===== config.mk =====
export PLATFORM = sky130hd
export DESIGN_NAME = shot_controller
export DESIGN_NICKNAME = d
export VERILOG_FILES = /design/src/rtl/game_pkg.sv /design/src/rtl/button_debouncer.sv /design/src/rtl/shot_controller.sv
export SDC_FILE = /design/constraint.sdc
export NUM_CORES = 1
export LEC_CHECK = 0
export CAP_MARGIN = 20
export CORE_UTILIZATION = 32
export CTS_BUF_LIST = sky130_fd_sc_hd__clkbuf_16
export CTS_CLUSTER_DIAMETER = 80
export DETAILED_ROUTE_END_ITERATION = 8
export GPL_ROUTABILITY_DRIVEN = 0
export HOLD_SLACK_MARGIN = 0.08
export MAX_ROUTING_LAYER = met4
export PLACE_DENSITY = 0.52
export SLEW_MARGIN = 40
export SYNTH_ARGS = -nofsm -noshare
export SYNTH_HDL_FRONTEND = slang
export SYNTH_HIERARCHICAL = 1
export SYNTH_SLANG_ARGS = --single-unit

===== constraint.sdc =====
create_clock -name clk -period 7.1 [get_ports clk]
set_input_delay 1.42 -clock clk [delete_from_list [all_inputs] [get_ports clk]]
set_output_delay 1.42 -clock clk [all_outputs]
set_load 0.03 [all_outputs]

===== src/rtl/game_pkg.sv =====
// game_pkg: grid geometry and cell indexing shared by the shot controller and
// the hit detector.
//   GRID_SIZE  - rows/columns per board
//   NUM_CELLS  - cells per board (bit count of fired_map)
//   CELL_IDX_W - width of a flat cell index row*GRID_SIZE+col
//   ROW_W      - width of a row or column coordinate
package game_pkg;

  localparam int GRID_SIZE  = 10;
  localparam int NUM_CELLS  = GRID_SIZE * GRID_SIZE;
  localparam int CELL_IDX_W = 7;
  localparam int ROW_W      = 4;

  localparam logic [ROW_W-1:0]      GRID_MAX  = ROW_W'(GRID_SIZE - 1);
  localparam logic [CELL_IDX_W-1:0] SHOTS_MAX = CELL_IDX_W'(NUM_CELLS);

  typedef enum logic [2:0] {
    ACT_NONE,
    ACT_FIRE,
    ACT_UP,
    ACT_DOWN,
    ACT_LEFT,
    ACT_RIGHT
  } action_t;

  function automatic logic [CELL_IDX_W-1:0] cell_index(input logic [ROW_W-1:0] row,
                                                       input logic [ROW_W-1:0] col);
    return CELL_IDX_W'(row) * CELL_IDX_W'(GRID_SIZE) + CELL_IDX_W'(col);
  endfunction

endpackage


===== src/rtl/button_debouncer.sv =====
// button_debouncer: two-flop synchroniser, counter-based debounce and rising
// edge detect for one raw push-button.
//   clk   - system clock
//   reset - asynchronous, active-low
//   raw   - raw asynchronous button level
//   level - debounced (stable) button level
//   press - one-cycle pulse when level goes 0->1
module button_debouncer #(
  parameter int DEBOUNCE_CYCLES = 1000000
) (
  input  logic clk,
  input  logic reset,
  input  logic raw,
  output logic level,
  output logic press
);

  localparam int CNT_W = (DEBOUNCE_CYCLES > 1) ? $clog2(DEBOUNCE_CYCLES) : 1;
  localparam logic [CNT_W-1:0] CNT_LAST = CNT_W'(DEBOUNCE_CYCLES - 1);

  logic             meta;
  logic             sync;
  logic [CNT_W-1:0] cnt;

  always_ff @(posedge clk or negedge reset) begin
    if (!reset) begin
      meta  <= 1'b0;
      sync  <= 1'b0;
      cnt   <= '0;
      level <= 1'b0;
      press <= 1'b0;
    end else begin
      meta  <= raw;
      sync  <= meta;
      press <= 1'b0;
      if (sync == level) begin
        cnt <= '0;
      end else if (cnt == CNT_LAST) begin
        // DEBOUNCE_CYCLES consecutive differing samples: accept the new level.
        // press is raised on the same edge so it marks the 0->1 of level.
        level <= sync;
        press <= sync;
        cnt   <= '0;
      end else begin
        cnt <= cnt + 1'b1;
      end
    end
  end

endmodule


===== src/rtl/shot_controller.sv =====
// shot_controller: turns five raw push-buttons into a registered cursor over
// the grid and a one-cycle shot pulse, remembering every fired cell.
//   clk          - system clock
//   reset        - asynchronous, active-low
//   btn_*        - raw asynchronous buttons (center = fire)
//   enable       - firing phase; presses ignored when low
//   clear        - synchronous new-game clear
//   cursor_row/col - registered cursor, 0..GRID_SIZE-1
//   shot         - one-cycle pulse, fire accepted at current cursor
//   repeat_shot  - one-cycle pulse, fire rejected (cell already fired)
//   shots_fired  - accepted shot count
//   fired_map    - bit row*GRID_SIZE+col set once that cell is fired
module shot_controller
  import game_pkg::*;
#(
  parameter int DEBOUNCE_CYCLES = 1000000
) (
  input  logic                  clk,
  input  logic                  reset,
  input  logic                  btn_up,
  input  logic                  btn_down,
  input  logic                  btn_left,
  input  logic                  btn_right,
  input  logic                  btn_center,
  input  logic                  enable,
  input  logic                  clear,
  output logic [ROW_W-1:0]      cursor_row,
  output logic [ROW_W-1:0]      cursor_col,
  output logic                  shot,
  output logic                  repeat_shot,
  output logic [CELL_IDX_W-1:0] shots_fired,
  output logic [NUM_CELLS-1:0]  fired_map
);

  logic [4:0] raw_btns;
  logic [4:0] presses;
  logic [4:0] levels_unused;

  // bit order: 4 center, 3 up, 2 down, 1 left, 0 right
  assign raw_btns = {btn_center, btn_up, btn_down, btn_left, btn_right};

  for (genvar i = 0; i < 5; i++) begin : g_btn
    button_debouncer #(
      .DEBOUNCE_CYCLES(DEBOUNCE_CYCLES)
    ) u_deb (
      .clk  (clk),
      .reset(reset),
      .raw  (raw_btns[i]),
      .level(levels_unused[i]),
      .press(presses[i])
    );
  end

  action_t               action;
  logic [CELL_IDX_W-1:0] idx;

  assign idx = cell_index(cursor_row, cursor_col);

  // Fixed priority, losers dropped. Moves are also dropped while shot is high
  // so the hit detector sees the cursor of the fired cell.
  always_comb begin
    action = ACT_NONE;
    if (enable && !clear) begin
      if (presses[4])      action = ACT_FIRE;
      else if (!shot) begin
        if (presses[3])      action = ACT_UP;
        else if (presses[2]) action = ACT_DOWN;
        else if (presses[1]) action = ACT_LEFT;
        else if (presses[0]) action = ACT_RIGHT;
      end
    end
  end

  always_ff @(posedge clk or negedge reset) begin
    if (!reset) begin
      cursor_row  <= '0;
      cursor_col  <= '0;
      shot        <= 1'b0;
      repeat_shot <= 1'b0;
      shots_fired <= '0;
      fired_map   <= '0;
    end else begin
      shot        <= 1'b0;
      repeat_shot <= 1'b0;
      if (clear) begin
        cursor_row  <= '0;
        cursor_col  <= '0;
        shots_fired <= '0;
        fired_map   <= '0;
      end else begin
        case (action)
          ACT_FIRE: begin
            if (!fired_map[idx]) begin
              shot           <= 1'b1;
              fired_map[idx] <= 1'b1;
              if (shots_fired < SHOTS_MAX) shots_fired <= shots_fired + 1'b1;
            end else begin
              repeat_shot <= 1'b1;
            end
          end
          ACT_UP:    cursor_row <= (cursor_row == GRID_MAX) ? '0 : cursor_row + 1'b1;
          ACT_DOWN:  cursor_row <= (cursor_row == '0) ? GRID_MAX : cursor_row - 1'b1;
          ACT_RIGHT: cursor_col <= (cursor_col == GRID_MAX) ? '0 : cursor_col + 1'b1;
          ACT_LEFT:  cursor_col <= (cursor_col == '0) ? GRID_MAX : cursor_col - 1'b1;
          default: ;
        endcase
      end
    end
  end

endmodule


[Word-level counts from Yosys, hierarchy flattened]
Index checks and enable logic that the tools add are counted.
Word-level totals
  flip-flop bits (word level): 237
  latch bits: 0
  bits in writable memories: 0
  memory bits (read-only): 0
  input port bits: 9
  output and inout bits: 117
  word-level logic and storage cells: 138
  memories kept: 0
Cells by class
  add/subtract/negate cells: 11
  multiply operators: 1
  div/mod/pow operators: 0
  order comparisons: 3
  equality and inequality tests: 18
  shift-type cells: 0
  muxes and demuxes: 52
  bitwise logic cells: 6
  reductions and logical operators: 16
Operator list (count)
  2-to-1 mux 100 bit: 3
  2-to-1 mux 20 bit: 10
  adder 20 x 1 -> 20 bit (second input constant): 5
  equality test 20 bit (second input constant): 5
  OR 100 bit: 1
  2-to-1 mux 7 bit: 4
  2-to-1 mux 4 bit: 6
  2-to-1 mux 3 bit: 7
  2-to-1 mux 1 bit: 18
  one-hot mux 4 bit (2 select lines): 2
  AND reduction 2 bit: 6
  adder 4 x 1 -> 4 bit (second input constant): 2
  equality test 4 bit (second input constant): 2
  zero test 4 bit: 2
  < comparator 7 x 8 -> 1 bit (second input constant): 1
  subtractor 4 x 1 -> 4 bit (second input constant): 2
  adder 7 x 1 -> 7 bit (second input constant): 1
  adder 7 x 4 -> 7 bit: 1
  binary-select mux 1 bit (select 7 bit): 1
  demux 1 bit (select 7 bit): 1
  >= comparator 7 x 1 -> 1 bit (second input constant): 1
  < comparator 7 bit (second input constant): 1
  equality test 3 x 2 -> 1 bit (second input constant): 2
  equality test 3 bit (second input constant): 2
  10 further kinds: 21

[Logic depth before layout (Yosys ltp)]
  depth in word-level cells: 10
  depth in mapped cells: 16
  gate-level depth less buffers: 12

[Hierarchy]
Netlist, hierarchy kept.
By module, submodules not included
  shot_controller: times used 1, cells each 625, area each 6408.6 um^2, seq. area each 2927.8 um^2
  button_debouncer: times used 5, cells each 116, area each 1136.1 um^2, seq. area each 600.6 um^2

[Least setup slack after synthesis]
No wires, ideal clock.
  path type: register -> register
  start: register cursor_row[0]
  end: register shots_fired[1]
  arrival time: 3.368 ns
  path slack: 3.607 ns
  cell stages (with the launch flop): 14
  path buffers: 2
  period minus slack after synthesis: 3.493 ns
  cell sequence: dfrtp_1 ha_1 fa_1 buf_6 mux4_2 mux2_2 o22ai_1 o221ai_1 nand2_1 nand2b_1 buf_6 clkinv_4 nand2_2 mux2_4
Between the ends
  cells in the longest elaborated chain, start to end: 6
RTL lines
  start: declaration: line shot_controller.sv:27  | output logic [ROW_W-1:0] cursor_row,
  start signal: assignment: line shot_controller.sv:101  | ACT_UP: cursor_row <= (cursor_row == GRID_MAX) ? '0 : cursor_row + 1'b1;
  start signal: assignment: line shot_controller.sv:102  | ACT_DOWN: cursor_row <= (cursor_row == '0) ? GRID_MAX : cursor_row - 1'b1;
  multiplier 4 x 3 -> 6 bit: line game_pkg.sv:28  | return CELL_IDX_W'(row) * CELL_IDX_W'(GRID_SIZE) + CELL_IDX_W'(col);
  adder 7 x 4 -> 7 bit: line game_pkg.sv:28
  binary-select mux 1 bit (select 7 bit): line shot_controller.sv:93  | if (!fired_map[idx]) begin
  2-to-1 mux 1 bit (not written as such): line shot_controller.sv:93
  inequality test 2 bit (no source line)
  AND reduction 3 bit (no source line)
  end signal: assignment: line shot_controller.sv:96  | if (shots_fired < SHOTS_MAX) shots_fired <= shots_fired + 1'b1;
  end: declaration: line shot_controller.sv:31  | output logic [CELL_IDX_W-1:0] shots_fired,
No other way between the ends. The select of a mux whose other input is x is not followed.
A chain may end at the register's enable or synchronous reset.

[Final worst setup path]
Same ends and word-level chain as after synthesis.

==> run metrics <==
post-layout instance area 14600 sq um; CP Max Fanout 90; cell area after synthesis 12100 sq um; static leakage 5.92 nW; post-synthesis cell count 1205; Synth Area in Compound Gates 15.2%; Worst-Margin Slew 0.787 ns; Seq/Total Area, Yosys 49.1%; Yosys Warn Count 6; Initial Util 32.8%; hpwl dp 22200 um; setup slack, reg-to-reg 1.79 ns; WL per Instance 18.0 um; Final #Nets 1331; HP Class reg2reg; Post-DRT Antenna Nets 0; XOR/XNOR Fraction of Synth Area 4.56%; CP Class reg2reg; DR iter-0 viols 642; crit path DAT 5.73 ns; Max clock buf depth 3; Post-CTS Hold Buffers 0; met1 usage 23.9%; Post-synth EDFFs 0; unrepaired setup endpoints after global routing false; Synth Flop Type dfrtp_1; worst vdd ir 0.144 mV; worst-case hold slack 0.349 ns; port buffer count 125; fin crit period 5.31 ns; Worst Hold Endpoint g_btn[3].u_deb/sync; layout cells sized above 1 9.15%; slowest stage delay, CP 1.15 ns; post-route insts no fill 1827; Area Growth Syn to Fin 20.9%; Sum Neg Setup Slack 0 ns; drt drc 0; first-pass GRT wire length 53100 um; Sinks on Clock Net 237; Final WS setup 1.79 ns; # H-tree levels 1; Die Y 196 um; Synth Area per Inst 10.0 sq um; endpoints failing hold 0; die extent in x 196 um; fill count 3615; MaxCap Viol Count 0; overall power 2.74 mW; worst flop-to-flop path endpoint shots_fired[1]; CP startpoint kind flop; Initial DRT Pass Iterations 5; post-cts resize count 0; largest family of logic cells by synthesized area simple AND/OR/NAND/NOR gates; Netlist cell types 66; clock latency on the worst-skew pair 0.54 ns; Die ar. 38600 sq um; Cells after DPL 1773; initial antenna violation count 1; grt ovf 0; largest net degree at the start of global routing 134; hold depth 0; setup bufs post-CTS 0; placed instance area 13700 sq um; cells along the critical path ha_1 > fa_4 > nor2b_1 > a22oi_1 > o22ai_1 > o22ai_1 > o221ai_1 > nand2_1 > nand2b_1 > clkinv_4 > nand2_2 > mux2_4; Clock Skews 0.0206 ns; worst hold start g_btn[3].u_deb/meta; final WL 32900 um; Reg-to-Reg Start cursor_row[0]; number of CTS-inserted buffers 28; Synthesized Nets 1235; GR Util met2 27.9%; most frequent CP cell o22ai_1; Worst setup EP type flop; Setup violations, final 0; CTS tree built; fin crit share 74.8%; Util after Layout 39.6%; post-synthesis simple-gate area fraction 19.1%; FP Rows 70; FF+latch count, synth 237; Max Clk Rate 188 MHz; Setup WS pre-CTS 1.41 ns; worst rel slew slack 47.5%; GR Util All Layers 17.8%; vias per inst 5.21; Worst Reg2Reg Path Length in Cells 12; vias in the first global route 9257; gr busiest metal met2; Worst EP required 7.53 ns; num ports 126; Core Box Area 36900 sq um; vias 9520; post-synthesis mux area share 5.45%; pins over their slew limit 0; clock-pin transition on the worst setup and hold timing paths 0.06 ns; root buffer cell clkbuf_16; Post-Synth Adder-Cell Area 2.30%; Async SR Flop Fraction 100%; power per cell area 188 nW/um^2; Slowest cell on crit path fa_4; met3 Usage GRT 3.29%; status finished, final reports clean
==> sequential cells by signal, summed over array words and instances (netlist names) <==
name and count:
fired_map 100, g_btn.u_deb/cnt 100, shots_fired 7, g_btn.u_deb/level 5, g_btn.u_deb/meta 5, g_btn.u_deb/press 5, g_btn.u_deb/sync 5, cursor_col 4
cursor_row 4, repeat_shot 1, shot 1
==> cells in the final DEF (no fill, tap or decap), types with 8 or more instances in the layout <==
cell,instances
xnor2_1,35
clkinv_1,10
nor3_1,15
dfrtp_1,236
or3_2,15
or2_2,9
nor2_1,191
and3_1,10
mux2i_1,13
or3_1,15
o21ai_0,37
clkdlybuf4s50_1,124
clkinv_2,10
a22o_1,84
ha_1,19
mux2_2,11
nand3_1,57
o31ai_1,30
buf_4,9
and2_1,8
mux4_2,15
nand2_1,61
nand4_1,20
or4_1,25
a21oi_1,50
clkbuf_16,29
nor4_1,12
inv_1,47
xor2_1,28
==> worst max-delay path, delay by kind of cell (launching register included) <==
| kind | cells | cell delay, ns |
|---|---|---|
| AOI/OAI and AO/OA | 4 | 0.62 |
| and+or+nand+nor | 4 | 1.50 |
| buffers and inverters | 1 | 0.73 |
| DFF | 1 | 0.51 |
| adders and majority gates | 2 | 1.45 |
| muxes | 1 | 0.32 |
==> Yosys cell counts, types with 12 or more instances <==
master    instances  area (sq um)
nor3_1           15          75.1
inv_1            44           165
a22o_1           84           736
clkbuf_1         45           169
or3_1            15          93.8
nor4_1           12          75.1
nor2_1          191           717
o21ai_0          42           210
or3_2            15           113
mux2i_1          13           130
nand3_1          57           285
dfrtp_1         237          5930
nand4_1          20           125
nand2_1          61           229
xor2_1           28           245
or4_1            25           188
buf_2            19          95.1
a21oi_1          50           250
ha_1             19           238
mux4_2           15           338
xnor2_1          35           307
o31ai_1          30           225
==> layout make-up <==
cell class | count | area, sq um | share of cell area, %
Sequential cell | 237 | 5930 | 40.6
Inverter | 47 | 183 | 1.25
Timing Repair Buffer | 137 | 1400 | 9.57
Tap cell | 504 | 631 | 4.31
Antenna cell | 1 | 2.50 | 0.0171
Multi-Input combinational cell | 850 | 5650 | 38.6
Clock buffer | 29 | 726 | 4.96
Clock inverter | 22 | 93.8 | 0.642
==> worst max path at each step <==
stage	slack [ns]	to	cells past startpoint	from
floorplan	3.61	shots_fired[1]	13	cursor_row[0]
finish	1.79	shots_fired[1]	12	cursor_row[0]
global route	1.42	shots_fired[1]	12	cursor_row[0]
CTS	1.72	shots_fired[1]	12	cursor_row[0]
global placement	1.47	shots_fired[1]	9	clear
detailed placement	1.41	shots_fired[1]	9	clear
==> where the power goes <==
group / internal (mW) / switching [mW]
sequential: 1.36 / 0.0101
combinational: 0.0195 / 0.0568
clock: 0.731 / 0.563
==> kinds of logic after synthesis <==
group | after synthesis
AO/OA/AOI/OAI | 257
XOR/XNOR | 63
adder cells (fa/ha/maj) | 21
buffers and inverters | 118
flip-flops | 237
multiplexers | 42
AND/OR/NAND/NOR | 467
==> routing by layer <==
layer / wire length (um) / vias to the layer above
met5: 0 / -
met4: 552 / 0
met3: 1830 / 42
met2: 15300 / 226
met1: 15200 / 4702
li1: - / 4550
(Power assumes the default switching activity.)
